==> src/rtl/operand_stack_pkg.sv <==
// Shared definitions for the operand stack: operation and strobe-FSM
// encodings plus the default geometry.
package stack_defs;

    localparam int DATA_W_DEF = 8;
    localparam int DEPTH_DEF  = 16;

    // Operation decoded from {pop, push} at a commit edge.
    typedef enum logic [1:0] {
        OP_NONE    = 2'b00,
        OP_PUSH    = 2'b01,
        OP_POP     = 2'b10,
        OP_REPLACE = 2'b11
    } op_e;

    // Strobe FSM: READY waits for stack_clk to rise, HELD waits for it to fall.
    typedef enum logic {
        ST_READY = 1'b0,
        ST_HELD  = 1'b1
    } state_e;

endpackage

==> src/rtl/operand_stack_strobe_edge.sv <==
// stack_strobe_edge: turns the controller's level strobe stack_clk into a
// single-cycle commit pulse, however long the strobe stays high.
//
// Strobe semantics: an operation commits on the first rising clk edge at
// which stack_clk = 1 while the FSM is in ST_READY. commit is asserted
// combinationally during that cycle. The strobe must return to 0 for at
// least one edge before another operation can commit. A same-cycle soft
// clear (rst) or an active reset suppresses the commit.
module stack_strobe_edge
    import stack_defs::*;
(
    input  logic clk,
    input  logic reset,
    input  logic rst,
    input  logic stack_clk,
    output logic commit
);

    state_e state;

    // Two-state edge detector on the strobe level.
    always_ff @(posedge clk or negedge reset) begin
        if (!reset) begin
            state <= ST_READY;
        end else if (rst) begin
            state <= stack_clk ? ST_HELD : ST_READY;
        end else begin
            case (state)
                ST_READY: if (stack_clk)  state <= ST_HELD;
                ST_HELD:  if (!stack_clk) state <= ST_READY;
                default:                  state <= ST_READY;
            endcase
        end
    end

    // Commit lasts exactly the cycle in which the rising strobe is seen.
    assign commit = reset && !rst && stack_clk && (state == ST_READY);

endmodule

==> src/rtl/operand_stack.sv <==
// operand_stack: LIFO holding ALU operands and results for the stack machine.
// Push/pop/replace commit on the rising stack_clk strobe; the top of stack
// is presented combinationally from registered state.
// Optional sticky overflow/underflow flags: define OPERAND_STACK_ERR_FLAGS_EN.
module operand_stack
    import stack_defs::*;
#(
    parameter  int DATA_W = DATA_W_DEF,
    parameter  int DEPTH  = DEPTH_DEF,
    localparam int CNT_W  = $clog2(DEPTH) + 1
)
(
    input  logic              clk,
    input  logic              reset,
    input  logic              rst,
    input  logic              stack_clk,
    input  logic              push,
    input  logic              pop,
    input  logic [DATA_W-1:0] data_to_push,
    output logic [DATA_W-1:0] data_from_stack,
    output logic [CNT_W-1:0]  depth,
    output logic              empty,
    output logic              full,
    output logic              overflow,
    output logic              underflow
);

    localparam int AW = $clog2(DEPTH);

    logic [DATA_W-1:0] mem [DEPTH];
    logic [CNT_W-1:0]  depth_q;
    logic [CNT_W-1:0]  depth_nxt;
    logic              commit;
    op_e               op;
    logic              is_empty;
    logic              is_full;
    logic              wr_en;
    logic [AW-1:0]     wr_addr;
    logic [AW-1:0]     top_addr;

    stack_strobe_edge u_strobe (
        .clk       (clk),
        .reset     (reset),
        .rst       (rst),
        .stack_clk (stack_clk),
        .commit    (commit)
    );

    assign op       = op_e'({pop, push});
    assign is_empty = (depth_q == '0);
    assign is_full  = (depth_q == CNT_W'(DEPTH));
    assign top_addr = AW'(depth_q - CNT_W'(1));

    // Decode the committed operation; illegal pushes/pops leave state alone.
    always_comb begin
        wr_en     = 1'b0;
        wr_addr   = depth_q[AW-1:0];
        depth_nxt = depth_q;
        if (commit) begin
            case (op)
                OP_PUSH: begin
                    if (!is_full) begin
                        wr_en     = 1'b1;
                        depth_nxt = depth_q + CNT_W'(1);
                    end
                end
                OP_POP: begin
                    if (!is_empty) depth_nxt = depth_q - CNT_W'(1);
                end
                OP_REPLACE: begin
                    wr_en = 1'b1;
                    if (is_empty) depth_nxt = depth_q + CNT_W'(1);
                    else          wr_addr   = top_addr;
                end
                default: ;
            endcase
        end
    end

    // Occupancy counter; soft clear wins over any same-cycle operation.
    always_ff @(posedge clk or negedge reset) begin
        if (!reset)    depth_q <= '0;
        else if (rst)  depth_q <= '0;
        else           depth_q <= depth_nxt;
    end

    // Storage is never cleared; writes only happen on a legal commit.
    always_ff @(posedge clk) begin
        if (wr_en) mem[wr_addr] <= data_to_push;
    end

    assign data_from_stack = is_empty ? '0 : mem[top_addr];
    assign depth           = depth_q;
    assign empty           = is_empty;
    assign full            = is_full;

`ifdef OPERAND_STACK_ERR_FLAGS_EN
    logic ovf_set;
    logic unf_set;
    logic ovf_q;
    logic unf_q;

    // A pop (alone or paired with push) on an empty stack is an underflow.
    assign ovf_set = commit && (op == OP_PUSH) && is_full;
    assign unf_set = commit && pop && is_empty;

    // Sticky error flags, cleared only by reset or soft clear.
    always_ff @(posedge clk or negedge reset) begin
        if (!reset) begin
            ovf_q <= 1'b0;
            unf_q <= 1'b0;
        end else if (rst) begin
            ovf_q <= 1'b0;
            unf_q <= 1'b0;
        end else begin
            if (ovf_set) ovf_q <= 1'b1;
            if (unf_set) unf_q <= 1'b1;
        end
    end

    assign overflow  = ovf_q;
    assign underflow = unf_q;
`else
    assign overflow  = 1'b0;
    assign underflow = 1'b0;
`endif

endmodule

==> config.mk <==
export PLATFORM = sky130hd
export DESIGN_NAME = operand_stack
export DESIGN_NICKNAME = d
export VERILOG_FILES = /design/src/rtl/operand_stack_pkg.sv /design/src/rtl/operand_stack_strobe_edge.sv /design/src/rtl/operand_stack.sv
export SDC_FILE = /design/constraint.sdc
export NUM_CORES = 1
export LEC_CHECK = 0
export ABC_CLOCK_PERIOD_IN_PS = 8230
export CORE_MARGIN = 10
export CORE_UTILIZATION = 50
export CTS_CLUSTER_SIZE = 20
export DETAILED_ROUTE_END_ITERATION = 8
export GPL_TIMING_DRIVEN = 0
export PLACE_DENSITY = 0.75
export SLEW_MARGIN = 20
export SYNTH_ARGS = -nofsm -noshare
export SYNTH_HDL_FRONTEND = slang
export SYNTH_HIERARCHICAL = 1
export SYNTH_SLANG_ARGS = --single-unit
==> constraint.sdc <==
create_clock -name clk -period 8.23 [get_ports clk]
set_input_delay 1.646 -clock clk [delete_from_list [all_inputs] [get_ports clk]]
set_output_delay 1.646 -clock clk [all_outputs]
set_load 0.05 [all_outputs]
==> out/qor.tcl <==
set qor(timing.final.ws_setup_ns) 2.20
set qor(rsz0062_at_grt) {false}
set qor(layout_worst_path_cycle_share_pct) 73.3
set qor(synth.avg_cell_area_sq_um) 16.8
set qor(setup_buffers_after_cts) 0
set qor(criticalPathCategory) {reg -> out}
set qor(worst_clock_skew_ns) 0.00757
set qor(clock_insertion_delay_worst_skew_ns) 0.52
set qor(drv_slew) 0
set qor(warnings_from_yosys) 6
set qor(netlist_instances) 331
set qor(worstPathMaxFanout) 10
set qor(power.density_cell_area_nw_per_um2) 236
set qor(drt.antenna.violating_nets) 0
set qor(finish.cell_count_without_fillers) 532
set qor(worst_slew_pin_slew_ns) 0.977
set qor(worst_case_clock_buffer_depth) 2
set qor(clk_pin_slew_ns) 0.06
set qor(timing.max_cap.violations) 0
set qor(floorplan.die_area_sq_um) 15700
set qor(critPathArrivalTime_ns) 4.39
set qor(mappedNetlistArea_sq_um) 5550
set qor(dpl.cell_count) 500
set qor(num_io_pins) 31
set qor(synth_flop_cell) {sky130_fd_sc_hd__edfxtp_1}
set qor(cts_buffer_count) 17
set qor(final.fill_count) 784
set qor(shortest_period_the_worst_path_allows_ns) 6.03
set qor(yosys_register_bits) 134
set qor(dpl.hpwl_mm) 7.48
set qor(cts-htree-levels) 4
set qor(remaining_overflow_grt) 0
set qor(cp.required_ns) 6.58
set qor(remaining_drc_errors) 0
set qor(grt_max_degree) 17
set qor(layout.cell_area.non_filler_sq_um) 6590
set qor(core_sq_um) 10800
set qor(numPortBuffers) 28
set qor(synth.yosys.seq_area_share_pct) 72.0
set qor(grt_use_total_pct) 15.2
set qor(antenna_violations_before_repair) 0
set qor(place_worst_setup_slack_ns) 2.78
set qor(layout-drive-gt1-share_pct) 16.6
set qor(n_antenna_cell) 0
set qor(grt_pass1_vias) 3254
set qor(placed_cell_area_sq_um) 6010
set qor(maxSlewHeadroom_pct) 34.6
set qor(wire_length_of_the_first_global_routing_pass_mm) 18.3
set qor(fp.dieH_um) 125
set qor(initial_core_util_pct) 51.2
set qor(timing.hold.worst.class) {reg -> reg}
set qor(fmaxAchievable_ghz) 0.166
set qor(num_rows) 38
set qor(peak_supply_drop_mv) 0.112
set qor(synth_async_sr_flop_share_pct) 4.48
set qor(cts-root-buf) {sky130_fd_sc_hd__clkbuf_8}
set qor(num_vias) 3144
set qor(routed_wl_mm) 11.6
set qor(layout.nets) 396
set qor(layout-area-overhead-vs-synth_pct) 18.7
set qor(cts_tree) {done}
set qor(post_cts_resized) 0
set qor(timing.final.hold_violations) 0
set qor(die_w_um) 125
set qor(drt_wl_cell_um) 21.8
set qor(static-leakage-power_uw) 0.00220
set qor(setup.worst_path.end_class) {primary output}
set qor(number_of_synthesized_flops_with_an_enable_pin) 128
set qor(hold_slack_ns) 0.649
set qor(cts_num_sinks) 134
set qor(drt-initial-drc-count) 301
set qor(gp_congestion) 0.933
set qor(drt_pass1_iterations) 5
set qor(outcome) {finished, final reports clean}
set qor(final_setup_viols) 0
set qor(synth_cell_types) 40
set qor(timing.setup.tns_ns) 0
set qor(setup.worst_path.start_class) {flop}
set qor(postCtsHoldBufs) 0
set qor(vias_per_cell) 5.91
-- layer usage --
metal / vias to the layer above / part of all wire [%] / track usage, %
met3: 28 / 6.5 / 4.18
met4: 0 / 3.2 / 8.13
met5: - / 0 / 0
met2: 114 / 50 / 24.6
met1: 1607 / 40 / 18.3
li1: 1395 / - / -
-- where the power goes --
group	switching [uW]	leakage (uW)	internal, uW	total, uW
sequential	0.671	0.00123	748	749
combinational	48.7	0.000692	28.6	77.4
clock	272	0.000273	459	731
total	321	0.00220	1240	1560
-- area by class of cell --
cell class	count	area (sq um)	area share [%]
sequential	134	3990	60.6
multi-input combinational	174	1450	22.0
clock buffer	19	422	6.40
timing repair buffer	28	280	4.26
tap	140	175	2.66
clock inverter	13	156	2.38
buffer	18	87.6	1.33
inverter	6	22.5	0.342
-- worst paths after layout --
path | startpoint | end | slack (ns) | depth (start not counted)
worst min register to register | depth[4] | depth[4] | 0.65 | 2
worst min-delay path | depth[4] | depth[4] | 0.65 | 2
max in group asynchronous | reset | u_strobe/state | 6.61 | 1
min in group asynchronous | reset | depth[2] | 1.38 | 1
worst max-delay path | depth[0] | data_from_stack[1] | 2.20 | 11
worst max register to register | depth[0] | mem[1][0] | 4.30 | 9
-- cell usage after synthesis, drive strengths merged (4+ instances only) --
cell,n,area (sq um)
a31oi,7,43.8
nor2,25,93.8
edfxtp,128,3840
nor3,4,20.0
nand3,6,30.0
dfrtp,6,150
inv,6,22.5
mux2i,13,130
nand2,37,139
or3,4,25.0
o22ai,5,31.3
o21ai,6,33.8
clkbuf,10,37.5
a21oi,8,40.0
buf,8,50.1
mux4,26,586
-- metrics by stage --
step                      util, %  power [uW]
after floorplan                 -         809
after CTS                    60.7        1560
after global placement       55.4         838
after global routing         60.7        1600
after detailed placement     55.4         840
final                        60.7        1560
-- kinds of logic after synthesis --
kind of cell / Yosys count / synth area share, %
other: 1 / 0.0676
AOI/OAI and AO/OA: 33 / 3.83
muxes: 39 / 12.9
and+or+nand+nor: 93 / 7.92
DFF: 134 / 72.0
xor gates and xnor gates: 4 / 0.632
buffers and inverters: 24 / 1.98
adders and majority gates: 3 / 0.677
-- state kept, by name, indices dropped and copies added, names as in the netlist --
| name | count |
|---|---|
| mem | 128 |
| depth | 5 |
| u_strobe/state | 1 |
-- layout by cell type (no fill, tap or decap), types with 5 or more instances in the layout --
| cell type | count |
|---|---|
| sky130_fd_sc_hd__a31oi_1 | 7 |
| sky130_fd_sc_hd__inv_1 | 6 |
| sky130_fd_sc_hd__a21oi_1 | 8 |
| sky130_fd_sc_hd__clkdlybuf4s50_1 | 28 |
| sky130_fd_sc_hd__mux2i_1 | 13 |
| sky130_fd_sc_hd__edfxtp_1 | 128 |
| sky130_fd_sc_hd__nand2_1 | 37 |
| sky130_fd_sc_hd__clkbuf_1 | 12 |
| sky130_fd_sc_hd__o22ai_1 | 5 |
| sky130_fd_sc_hd__dfrtp_1 | 6 |
| sky130_fd_sc_hd__clkbuf_16 | 16 |
| sky130_fd_sc_hd__nand3_1 | 6 |
| sky130_fd_sc_hd__nor2_1 | 25 |
| sky130_fd_sc_hd__mux4_2 | 26 |
-- worst max-delay path, stage by stage, from the launching register on --
cell and delay, ns:
sky130_fd_sc_hd__dfrtp_1 0.38, sky130_fd_sc_hd__buf_4 0.22, sky130_fd_sc_hd__buf_4 0.26, sky130_fd_sc_hd__inv_1 0.18, sky130_fd_sc_hd__ha_1 0.31, sky130_fd_sc_hd__clkbuf_1 0.32
sky130_fd_sc_hd__clkbuf_1 0.60, sky130_fd_sc_hd__mux4_2 0.35, sky130_fd_sc_hd__nand2_1 0.06, sky130_fd_sc_hd__a21oi_1 0.24, sky130_fd_sc_hd__a41o_1 0.14, sky130_fd_sc_hd__clkdlybuf4s50_1 0.80
(Power assumes the default switching activity.)
